### config.mk
export PLATFORM = sky130hd
export DESIGN_NAME = fp16_mul_norm_round_flat
export DESIGN_NICKNAME = d
export VERILOG_FILES = /design/src/rtl/fp16_mul_norm_round_if.sv /design/src/rtl/fp16_mul_norm_round.sv /design/src/flat_wrapper.sv
export SDC_FILE = /design/constraint.sdc
export NUM_CORES = 1
export LEC_CHECK = 0
export ABC_AREA = 1
export CAP_MARGIN = 20
export CORE_ASPECT_RATIO = 0.7
export CORE_UTILIZATION = 50
export DETAILED_ROUTE_END_ITERATION = 10
export DONT_BUFFER_PORTS = 1
export PLACE_DENSITY_LB_ADDON = 0.12
export SETUP_SLACK_MARGIN = 0.1
export SYNTH_ARGS = -nofsm -noshare
export SYNTH_HDL_FRONTEND = slang
export SYNTH_SLANG_ARGS = --single-unit
export TNS_END_PERCENT = 30
### constraint.sdc
create_clock -name clk -period 1.6 [get_ports clk]
set_input_delay 0.08 -clock clk [delete_from_list [all_inputs] [get_ports clk]]
set_output_delay 0.08 -clock clk [all_outputs]
set_load 0.05 [all_outputs]
### src/rtl/fp16_mul_norm_round_if.sv
// Handshake/data bundle for the FP16 multiplier normalize/round stage.
// master = producer/consumer side (bench), slave = the stage itself.
interface fp16_mul_norm_round_if;
  logic        in_valid;
  logic        in_ready;
  logic        in_sign;
  logic        in_zero;
  logic [5:0]  in_exp_sum;
  logic [21:0] in_prod;
  logic        out_valid;
  logic        out_ready;
  logic [15:0] out_result;
  logic        out_ovf;
  logic        out_unf;

  modport master (
    output in_valid, in_sign, in_zero, in_exp_sum, in_prod, out_ready,
    input  in_ready, out_valid, out_result, out_ovf, out_unf
  );

  modport slave (
    input  in_valid, in_sign, in_zero, in_exp_sum, in_prod, out_ready,
    output in_ready, out_valid, out_result, out_ovf, out_unf
  );
endinterface

### src/rtl/fp16_mul_norm_round.sv
// FP16 multiply back end: normalize (stage 1), round/range-check/pack (stage 2).
// FP_MUL_RNE_EN selects round-to-nearest-even; undefined means truncation.
module fp16_mul_norm_round #(
  parameter int BIAS    = 15,
  parameter int EXP_MAX = 31
) (
  input  logic                 clk,
  input  logic                 rst,
  fp16_mul_norm_round_if.slave bus
);
  typedef struct packed {
    logic              sign;
    logic              zero;
    logic signed [7:0] e;
    logic [9:0]        frac;
    logic              g;
    logic              s;
  } norm_t;

  localparam logic signed [7:0] EMAX_S = 8'(EXP_MAX);

  logic [2:1]        r_vld_pipe;
  norm_t             r_s1, w_norm;
  logic              w_s2_adv, w_in_fire;
  logic [15:0]       r_result, w_result;
  logic              r_ovf, r_unf, w_ovf, w_unf;
  logic [9:0]        w_frac_o;
  logic signed [7:0] w_e2;

  assign w_s2_adv     = !r_vld_pipe[2] | bus.out_ready;
  assign bus.in_ready = !r_vld_pipe[1] | w_s2_adv;
  assign w_in_fire    = bus.in_valid & bus.in_ready;

  assign bus.out_valid  = r_vld_pipe[2];
  assign bus.out_result = r_result;
  assign bus.out_ovf    = r_ovf;
  assign bus.out_unf    = r_unf;

  // Product is 1x.xxx or 1.xxx; bit 21 says which, and bumps the exponent.
  always_comb begin
    w_norm      = '0;
    w_norm.sign = bus.in_sign;
    w_norm.zero = bus.in_zero;
    if (bus.in_prod[21]) begin
      w_norm.frac = bus.in_prod[20:11];
      w_norm.g    = bus.in_prod[10];
      w_norm.s    = |bus.in_prod[9:0];
    end else begin
      w_norm.frac = bus.in_prod[19:10];
      w_norm.g    = bus.in_prod[9];
      w_norm.s    = |bus.in_prod[8:0];
    end
    w_norm.e = {2'b00, bus.in_exp_sum} - 8'(BIAS) + {7'd0, bus.in_prod[21]};
  end

`ifdef FP_MUL_RNE_EN
  logic        w_inc;
  logic [10:0] w_frac_r;
  assign w_inc    = r_s1.g & (r_s1.s | r_s1.frac[0]);
  assign w_frac_r = {1'b0, r_s1.frac} + {10'd0, w_inc};
  // Mantissa overflow after rounding lands exactly on the next power of two.
  assign w_frac_o = w_frac_r[10] ? 10'd0 : w_frac_r[9:0];
  assign w_e2     = r_s1.e + $signed({7'd0, w_frac_r[10]});
`else
  logic w_unused_gs;
  assign w_unused_gs = r_s1.g ^ r_s1.s;
  assign w_frac_o    = r_s1.frac;
  assign w_e2        = r_s1.e;
`endif

  always_comb begin
    w_ovf    = 1'b0;
    w_unf    = 1'b0;
    w_result = {r_s1.sign, w_e2[4:0], w_frac_o};
    if (r_s1.zero) begin
      w_result = {r_s1.sign, 15'h0};
    end else if (w_e2 >= EMAX_S) begin
      w_result = {r_s1.sign, 5'h1F, 10'h0};
      w_ovf    = 1'b1;
    end else if (w_e2 <= 8'sd0) begin
      w_result = {r_s1.sign, 15'h0};
      w_unf    = 1'b1;
    end
  end

  always_ff @(posedge clk) begin
    if (rst) begin
      r_vld_pipe <= '0;
      r_s1       <= '0;
      r_result   <= '0;
      r_ovf      <= 1'b0;
      r_unf      <= 1'b0;
    end else begin
      if (bus.in_ready) begin
        r_vld_pipe[1] <= bus.in_valid;
        if (w_in_fire) r_s1 <= w_norm;
      end
      if (w_s2_adv) begin
        r_vld_pipe[2] <= r_vld_pipe[1];
        if (r_vld_pipe[1]) begin
          r_result <= w_result;
          r_ovf    <= w_ovf;
          r_unf    <= w_unf;
        end
      end
    end
  end
endmodule

### src/flat_wrapper.sv
// flat-port wrapper written by rule: the top's interface ports become plain ports
module fp16_mul_norm_round_flat 
#(
  parameter int BIAS    = 15,
  parameter int EXP_MAX = 31
)
  (clk, rst, bus_in_valid, bus_in_sign, bus_in_zero, bus_in_exp_sum, bus_in_prod, bus_out_ready, bus_in_ready, bus_out_valid, bus_out_result, bus_out_ovf, bus_out_unf);
  fp16_mul_norm_round_if bus_i ();
  input  logic clk;
  input  logic rst;
  input wire logic [$bits(bus_i.in_valid)-1:0] bus_in_valid;
  input wire logic [$bits(bus_i.in_sign)-1:0] bus_in_sign;
  input wire logic [$bits(bus_i.in_zero)-1:0] bus_in_zero;
  input wire logic [$bits(bus_i.in_exp_sum)-1:0] bus_in_exp_sum;
  input wire logic [$bits(bus_i.in_prod)-1:0] bus_in_prod;
  input wire logic [$bits(bus_i.out_ready)-1:0] bus_out_ready;
  output wire logic [$bits(bus_i.in_ready)-1:0] bus_in_ready;
  output wire logic [$bits(bus_i.out_valid)-1:0] bus_out_valid;
  output wire logic [$bits(bus_i.out_result)-1:0] bus_out_result;
  output wire logic [$bits(bus_i.out_ovf)-1:0] bus_out_ovf;
  output wire logic [$bits(bus_i.out_unf)-1:0] bus_out_unf;
  assign bus_i.in_valid = bus_in_valid;
  assign bus_i.in_sign = bus_in_sign;
  assign bus_i.in_zero = bus_in_zero;
  assign bus_i.in_exp_sum = bus_in_exp_sum;
  assign bus_i.in_prod = bus_in_prod;
  assign bus_i.out_ready = bus_out_ready;
  assign bus_in_ready = bus_i.in_ready;
  assign bus_out_valid = bus_i.out_valid;
  assign bus_out_result = bus_i.out_result;
  assign bus_out_ovf = bus_i.out_ovf;
  assign bus_out_unf = bus_i.out_unf;
  fp16_mul_norm_round #(.BIAS(BIAS), .EXP_MAX(EXP_MAX)) u_core (.clk(clk), .rst(rst), .bus(bus_i));
endmodule
[Word-level counts from Yosys, hierarchy flattened]
Cells that the tools add are included.
Storage, ports and cells
  bits in registers: 40
  memories: 0
  bits in read-only memories: 0
  input bits: 34
  latch bits: 0
  memory bits (writable): 0
  output and inout bits: 20
  logic and storage cells: 31
Operators by class
  $mul: 0
  shift-type cells: 0
  add/subtract/negate cells: 2
  equality and inequality tests: 0
  mux-type cells: 9
  reduce and logical (&&, ||, !) cells: 6
  divide/modulo/power cells: 0
  magnitude comparators: 2
  bitwise operators: 3
Operator list (number)
  $mux W15: 3
  $mux W12: 1
  $reduce_or A10 Y1: 1
  $reduce_or A9 Y1: 1
  $add A8 B1 Y8: 1
  $ge A8 B6 Y1 const B: 1
  $le A8 B1 Y1 const B: 1
  $sub A6 B4 Y7 const B: 1
  $mux W1: 5
  $reduce_and A2 Y1: 2
  $logic_not A1 Y1: 2
  $or A1 B1 Y1: 2
  $and A1 B1 Y1: 1

[Depth between registers and ports, before layout]
Gate-level depths: netlist (run 1).
  depth after elaboration: 5
  depth in mapped cells: 9
  mapped depth without buffers: 9

[Least setup slack after synthesis (run 1)]
OpenSTA, ideal clock, no wires.
  path type: register to register
  start: reg u_core.r_vld_pipe[2] (netlist bit)
  end: reg u_core.r_s1 (netlist bit u_core.w_frac_o[8])
  stages on the path, launching flop included: 7
  arrival: 1812 ps
  period minus slack after synthesis: 1934 ps
  data required time: 1478 ps
  slack: -334 ps
  path buffers: 1
  setup time: 122 ps
  cells stage by stage: dfxtp_1 > nand3_1 > nand2_1 > inv_1 > buf_4 > o21ai_0 > a21oi_1
Between the ends
  word-level cells in the longest chain between the ends: 5
Ends and longest elaborated chain
  start: declaration: RTL line fp16_mul_norm_round.sv:22  | logic [2:1] r_vld_pipe;
  $logic_not A1 Y1 *: RTL line fp16_mul_norm_round.sv:30  | assign w_s2_adv = !r_vld_pipe[2] | bus.out_ready;
  $or A1 B1 Y1 *: RTL line fp16_mul_norm_round.sv:30
  $or A1 B1 Y1 *: RTL line fp16_mul_norm_round.sv:31  | assign bus.in_ready = !r_vld_pipe[1] | w_s2_adv;
  via bus_in_ready: RTL line flat_wrapper.sv:17  | output wire logic [$bits(bus_i.in_ready)-1:0] bus_in_ready;
  $and A1 B1 Y1: RTL line fp16_mul_norm_round.sv:32  | assign w_in_fire = bus.in_valid & bus.in_ready;
  $reduce_and A2 Y1 (no source line) *
  end signal: assignment: RTL line fp16_mul_norm_round.sv:96  | if (w_in_fire) r_s1 <= w_norm;
  end: declaration: RTL line fp16_mul_norm_round.sv:23  | norm_t r_s1, w_norm;
The timed path passes the listed nets; every way through them passes the cells marked *.
A chain may end at the register's enable or synchronous reset.

[Worst setup path in the final report (run 1)]
  start: reg u_core.r_s1 (netlist bit u_core.w_e2[5])
  end: reg u_core.r_result[2], in the netlist u_core.bus.out_result[2]
Between the ends
  word-level cells in the longest chain between the ends: 4
  elaborated cells between the ends (all ways): 5
  classes of those cells: 2 x order compare; 3 x mux
Ends and longest elaborated chain
  $le A8 B1 Y1: RTL line fp16_mul_norm_round.sv:80  | end else if (w_e2 <= 8'sd0) begin
  $mux W15: RTL line fp16_mul_norm_round.sv:80
  $mux W15 *: RTL line fp16_mul_norm_round.sv:77  | end else if (w_e2 >= EMAX_S) begin
  $mux W15 *: RTL line fp16_mul_norm_round.sv:75  | if (r_s1.zero) begin
  end signal: assignment: RTL line fp16_mul_norm_round.sv:101  | r_result <= w_result;
  end: declaration: RTL line fp16_mul_norm_round.sv:25  | logic [15:0] r_result, w_result;
Every way passes the cells marked *; elsewhere a longest branch is shown, timed or not.

==> flow_metrics.tcl, run 1 <==
set metrics [dict create \
    status "finished clean" \
    synth_cells 257 \
    clkSlewWorstSetupHoldPaths_ns 0.07 \
    post-route-min-period_ns 1.44 \
    grt_overflow_total 0 \
    gp_congestion 0.756 \
    synth_common_cells "a21oi_1, nand2_1, dfxtp_1, inv_1, nor2_1" \
    maxSlewHeadroom 0.501 \
    r2r_setup_slack_ns 0.16 \
    clock_skew_ns 0.00530 \
    drtIter0Drc 69 \
    rsz0062_at_grt "yes" \
    tns_ns 0 \
    cts.sinks 40 \
    finalCritPeriodShare 0.903 \
    drtPass1Iterations 4 \
    vias 1695 \
    setup_violations 0 \
    crit_buf_inv 2 \
    wire_per_inst_um 11.5 \
    drc 0 \
    grt_max_degree 30 \
    clock_latency_ns 0.29 \
    end_kind "register" \
    grt_pass1_vias 1274 \
    pin_count 54 \
    ys_ff_latch 40 \
    place_area_um2 2060 \
    path_cells "nor3_2 > nand3_1 > nand2_1 > clkinvlp_4 > buf_4 > nand3_1 > a21oi_1" \
    io_buffers 0 \
    drive_gt1_frac 0.159 \
    critPathArrivalTime_ns 1.59 \
    cts_buffer_depth 2 \
    grt_pass1_wl_um 6000 \
    clockRootBuffer "clkbuf_8" \
    ir_drop_mv 0.426 \
    r2r-start "u_core.w_e2[5]" \
    post-route-cell-area_um2 2300 \
    critPathLaunchType "register" \
    p_leak_nw 1.03 \
    hp-start "bus_in_prod[21]" \
    cts_tree "yes" \
    ant_nets 0 \
    final_nets 326 \
    yosysTopAreaCell "dfxtp_1" \
    crit_path_max_incr_delay_ns 0.33 \
    crit_type "reg2reg" \
    powerDensity_nw_per_um2 939 \
    r2r_end "u_core.bus.out_result[2]" \
    required_ns 1.74 \
    path_max_fanout 8 \
    synth_ff_type "dfxtp_1" \
    synth-edff-count 0 \
    max_freq_ghz 0.692 \
    antennaDiodeCount 0 \
    grtUsageTotal 0.210 \
    hold_viol_final 0 \
    synth.avg_cell_area_um2 7.29 \
    yosysSeqAreaShare 0.427 \
    dp_hpwl_um 2650 \
    synth_top_area_frac 0.427 \
    row_count 18 \
    grt_antenna_before_repair 0 \
    crit_path_frequent_cell "nand3_1" \
    h-tree-depth 2 \
    worstMarginPinSlew_ns 0.747 \
    coreArea_um2 3560 \
    async_reset_ff_frac 0 \
    crit_family "simple AND/OR/NAND/NOR gates" \
    syn_area_um2 1870 \
    start_util 0.527 \
    wl_um 3920 \
    numCtsBuffers 5 \
    drt-vias-per-instance 4.99 \
    ys_types 25 \
    worst-r2r-cell-count 7 \
    chipWidth_um 75.2 \
    synth_area_leaders "dfxtp_1, a21oi_1, nand2_1" \
    maxSlewViolCount 0 \
    worst_hold_path.num_cells 2 \
    cap_violations 0 \
    area_delta_synth_final_pct 23.0 \
    dieArea_um2 4000 \
    slowest_stage "dfxtp_1" \
    chipHeight_um 53.2 \
    min_path_type "in2reg" \
    yosys_warnings 0 \
    min_to "u_core.w_frac_o[2]" \
    syn_nets 294 \
    worst_hold_slack_ns 0.0107 \
]
[through the flow]
stage	cells	total power (W)	util	worst slack, ns
finish	340	0.00216	0.648	0.156
global route	340	0.00228	0.648	0.0312
global placement	316	0.00145	0.578	0.285
CTS	335	0.00215	0.635	0.259
floorplan	257	0.00140	-	0.228
detailed placement	316	0.00146	0.578	0.266
[registers in the layout (all words and copies together) (netlist names)]
signal	count
u_core.bus.out_ovf	1
u_core.r_vld_pipe	2
u_core.w_e2	8
u_core.r_s1	2
u_core.bus.out_unf	1
u_core.w_frac_o	10
u_core.bus.out_result	16
[layout by cell type (no fill, tap or decap), types with 2 or more instances in the layout]
| cell type | instances |
|---|---|
| nand2_1 | 42 |
| a21oi_1 | 42 |
| dfxtp_1 | 39 |
| inv_1 | 26 |
| nor2_1 | 25 |
| buf_4 | 25 |
| nand3_1 | 22 |
| o21ai_0 | 20 |
| dlygate4sd3_1 | 13 |
| clkbuf_8 | 6 |
| nor3_1 | 4 |
| xor2_1 | 4 |
| ha_1 | 3 |
| a32oi_1 | 2 |
| nand3_2 | 2 |
| clkinv_2 | 2 |
[what timing repair did]
action,4_1_cts,5_1_grt
resized for setup,0,1
buffers inserted,0,3
endpoints found under the setup margin,0,3
hold buffers,11,2
endpoints found under the hold margin,29,2
[final cells by class]
cell class,count,area (um2)
clock buffers,6,82.6
clock inverters,2,10.0
fillers,337,1250
inverters,28,109
multi-input cells,175,901
flip-flops and latches,40,802
well taps,50,62.6
repair buffers,39,338
[cells by family after synthesis]
group,synth area share
DFF,0.427
AOI/OAI and AO/OA,0.180
and+or+nand+nor,0.256
adders and majority gates,0.0200
xor gates and xnor gates,0.0187
buffers and inverters,0.0988
[layer usage]
| metal | GRT usage | vias up | routed length, um |
|---|---|---|---|
| met4 | 0.0556 | 0 | 18 |
| li1 | - | 905 | - |
| met1 | 0.335 | 739 | 2130 |
| met5 | 0 | - | 0 |
| met2 | 0.246 | 49 | 1510 |
| met3 | 0.0800 | 2 | 263 |
[worst reg2reg max path, stage by stage, from the launching register on]
cell and delay (ns):
dfxtp_1 0.33, nor3_2 0.23, nand3_1 0.10, nand2_1 0.15, clkinvlp_4 0.14, buf_4 0.18
nand3_1 0.11, a21oi_1 0.07
[worst max path at each step]
| stage | cells past startpoint | end | from | slack, ns |
|---|---|---|---|---|
| floorplan | 6 | u_core.w_frac_o[8] | u_core.r_vld_pipe[2] | 0.23 |
| global placement | 8 | u_core.bus.out_result[12] | u_core.w_e2[5] | 0.28 |
| detailed placement | 8 | u_core.bus.out_result[12] | u_core.w_e2[5] | 0.27 |
| CTS | 8 | u_core.bus.out_result[12] | u_core.w_e2[5] | 0.26 |
| global route | 7 | u_core.bus.out_result[2] | u_core.w_e2[5] | 0.03 |
| finish | 7 | u_core.bus.out_result[2] | u_core.w_e2[5] | 0.16 |
[where the power goes]
| part | leakage, nW | internal (W) | total, W | switching [W] |
|---|---|---|---|---|
| sequential | 0.329 | 0.00105 | 0.00110 | 0.0000437 |
| clock | 0.0510 | 0.000344 | 0.000673 | 0.000330 |
| combinational | 0.649 | 0.000152 | 0.000394 | 0.000241 |
| total | 1.03 | 0.00155 | 0.00216 | 0.000614 |
Power figures use the tool's default switching activity.
==> inputs of run 2 (changes only) <==
--- a/config.mk
+++ b/config.mk
@@ -11,2 +11,3 @@
 export CORE_UTILIZATION = 50
+export CTS_BUF_LIST = sky130_fd_sc_hd__clkbuf_4
 export DETAILED_ROUTE_END_ITERATION = 10
==> constraint.sdc (replaced) <==
create_clock -name clk -period 1.6 [get_ports clk]
set_input_delay 0.16 -clock clk [delete_from_list [all_inputs] [get_ports clk]]
set_output_delay 0.16 -clock clk [all_outputs]
set_load 0.05 [all_outputs]
==> run 2 against run 1 <==
Net effect:
- routed wire length fell by 4.3%
- final cell count fell by 5.3%
- die area did not move
- register-to-register slack improved by 0.05 ns
- largest power group unchanged
==> flow_metrics.tcl, run 2 (synthesis gave the netlist of run 1 again) <==
set metrics [dict create \
    status "finished clean" \
    post-route-min-period_ns 1.40 \
    wire_per_inst_um 11.6 \
    hold_viol_final 0 \
    wl_um 3750 \
    ant_nets 0 \
    largest_reg_flops 16 \
    grt_max_degree 26 \
    drtIter0Drc 72 \
    grtUsageTotal 0.207 \
    final_nets 308 \
    maxSlewHeadroom 0.491 \
    slowest_stage "dfxtp_1" \
    min_path_type "in2reg" \
    clock_latency_ns 0.35 \
    drc 0 \
    cts.sinks 40 \
    post_cts_buffers 0 \
    grt_overflow_total 0 \
    vias 1629 \
    gp_congestion 0.783 \
    path_max_fanout 6 \
    tns_ns 0 \
    setup_violations 0 \
    powerDensity_nw_per_um2 915 \
    dieArea_um2 4000 \
    path_cells "nor3_2 > nand3_1 > nand2_4 > clkinvlp_4 > nand3_1 > nand3_1 > nand2_1 > inv_1" \
    cts_buffer_depth 2 \
    layout.cells.most_common "a21oi_1" \
    worst_hold_slack_ns 0.00216 \
    chipWidth_um 75.2 \
    final_cell_mix "a21oi_1, nand2_1, dfxtp_1, inv_1, nor2_1" \
    drt-vias-per-instance 5.06 \
    coreArea_um2 3560 \
    start_util 0.527 \
    clockRootBuffer "clkbuf_4" \
    drive_gt1_frac 0.140 \
    worstMarginPinSlew_ns 0.761 \
    cap_violations 0 \
    clock_skew_ns 0.0160 \
    antennaDiodeCount 0 \
    drtPass1Iterations 4 \
    dp_hpwl_um 2660 \
    max_freq_ghz 0.715 \
    crit_path_max_incr_delay_ns 0.35 \
    io_buffers 0 \
    area_delta_synth_final_pct 12.6 \
    grt_pass1_wl_um 6020 \
    p_leak_nw 0.924 \
    row_count 18 \
    numCtsBuffers 5 \
    rsz0062_at_grt "no" \
    clkSlewWorstSetupHoldPaths_ns 0.12 \
    finalCritPeriodShare 0.874 \
    maxSlewViolCount 0 \
    ir_drop_mv 0.403 \
    critPathArrivalTime_ns 1.65 \
    critPathLaunchType "register" \
    crit_type "reg2reg" \
    pin_count 54 \
    crit_path_frequent_cell "nand3_1" \
    p_total_w 0.00193 \
    required_ns 1.85 \
    cts_tree "yes" \
    end_kind "register" \
    h-tree-depth 2 \
    grt_antenna_before_repair 0 \
    chipHeight_um 53.2 \
    grt_pass1_vias 1332 \
]
-- run 2: changes by cell type in the layout (fill, tap and decap cells not counted), sizes merged --
cell,before,now
buf,26,17
clkinv,2,3
clkbuf,6,5
clkinvlp,1,2
dlygate4sd3,13,3
-- run 2: cell type report --
type	count	area, um2
timing repair inverter	1	7.51
sequential	40	802
clock inverter	3	13.8
clock buffer	5	37.5
multi-input combinational	175	908
fill	366	1450
inverter	28	109
tap	50	62.6
timing repair buffer	20	170
-- run 2: path summary, 6_finish.rpt --
| kind | end | start | slack (ns) | depth (start not counted) |
|---|---|---|---|---|
| worst max register to register | u_core.bus.out_result[12] | u_core.w_e2[5] | 0.20 | 8 |
| worst max-delay path | u_core.bus.out_result[12] | u_core.w_e2[5] | 0.20 | 8 |
| worst min register to register | u_core.bus.out_result[2] | u_core.bus.out_result[2] | 0.47 | 2 |
| worst min-delay path | u_core.w_frac_o[5] | bus_in_prod[21] | 0.002 | 2 |
-- run 2: what timing repair did --
item                       4_1_cts  5_1_grt
setup endpoints to repair        0        2
hold buffers                     3        0
gates resized for setup          0        4
hold endpoints to repair        22        0
-- run 2: through the flow --
| step | utilization | setup slack (ns) | instance area [um2] | instances |
|---|---|---|---|---|
| finish | 0.593 | 0.202 | 2110 | 322 |
| global route | 0.593 | 0.0899 | 2110 | 322 |
| CTS | 0.588 | 0.215 | 2090 | 321 |
| detailed placement | 0.565 | 0.238 | 2010 | 310 |
| global placement | 0.565 | 0.264 | 2010 | 310 |
| floorplan | - | 0.228 | 1890 | 257 |
-- run 2: report_power, final --
part	internal (W)	leakage (nW)	switching, W
sequential	0.00105	0.329	0.0000611
clock	0.000161	0.0324	0.000316
combinational	0.000119	0.563	0.000218
total	0.00133	0.924	0.000596
-- run 2: worst max-delay path: cells and delay by family, from the launching register on --
kind,cells,cell delay [ns]
AND/OR/NAND/NOR,6,0.79
flip-flops,1,0.35
buffers and inverters,2,0.18
-- run 2: layer usage --
| layer | GRT usage | vias up | part of all wire |
|---|---|---|---|
| li1 | - | 871 | - |
| met1 | 0.334 | 692 | 0.56 |
| met2 | 0.248 | 61 | 0.36 |
| met3 | 0.0533 | 5 | 0.070 |
| met4 | 0.0741 | 0 | 0.011 |
| met5 | 0 | - | 0 |
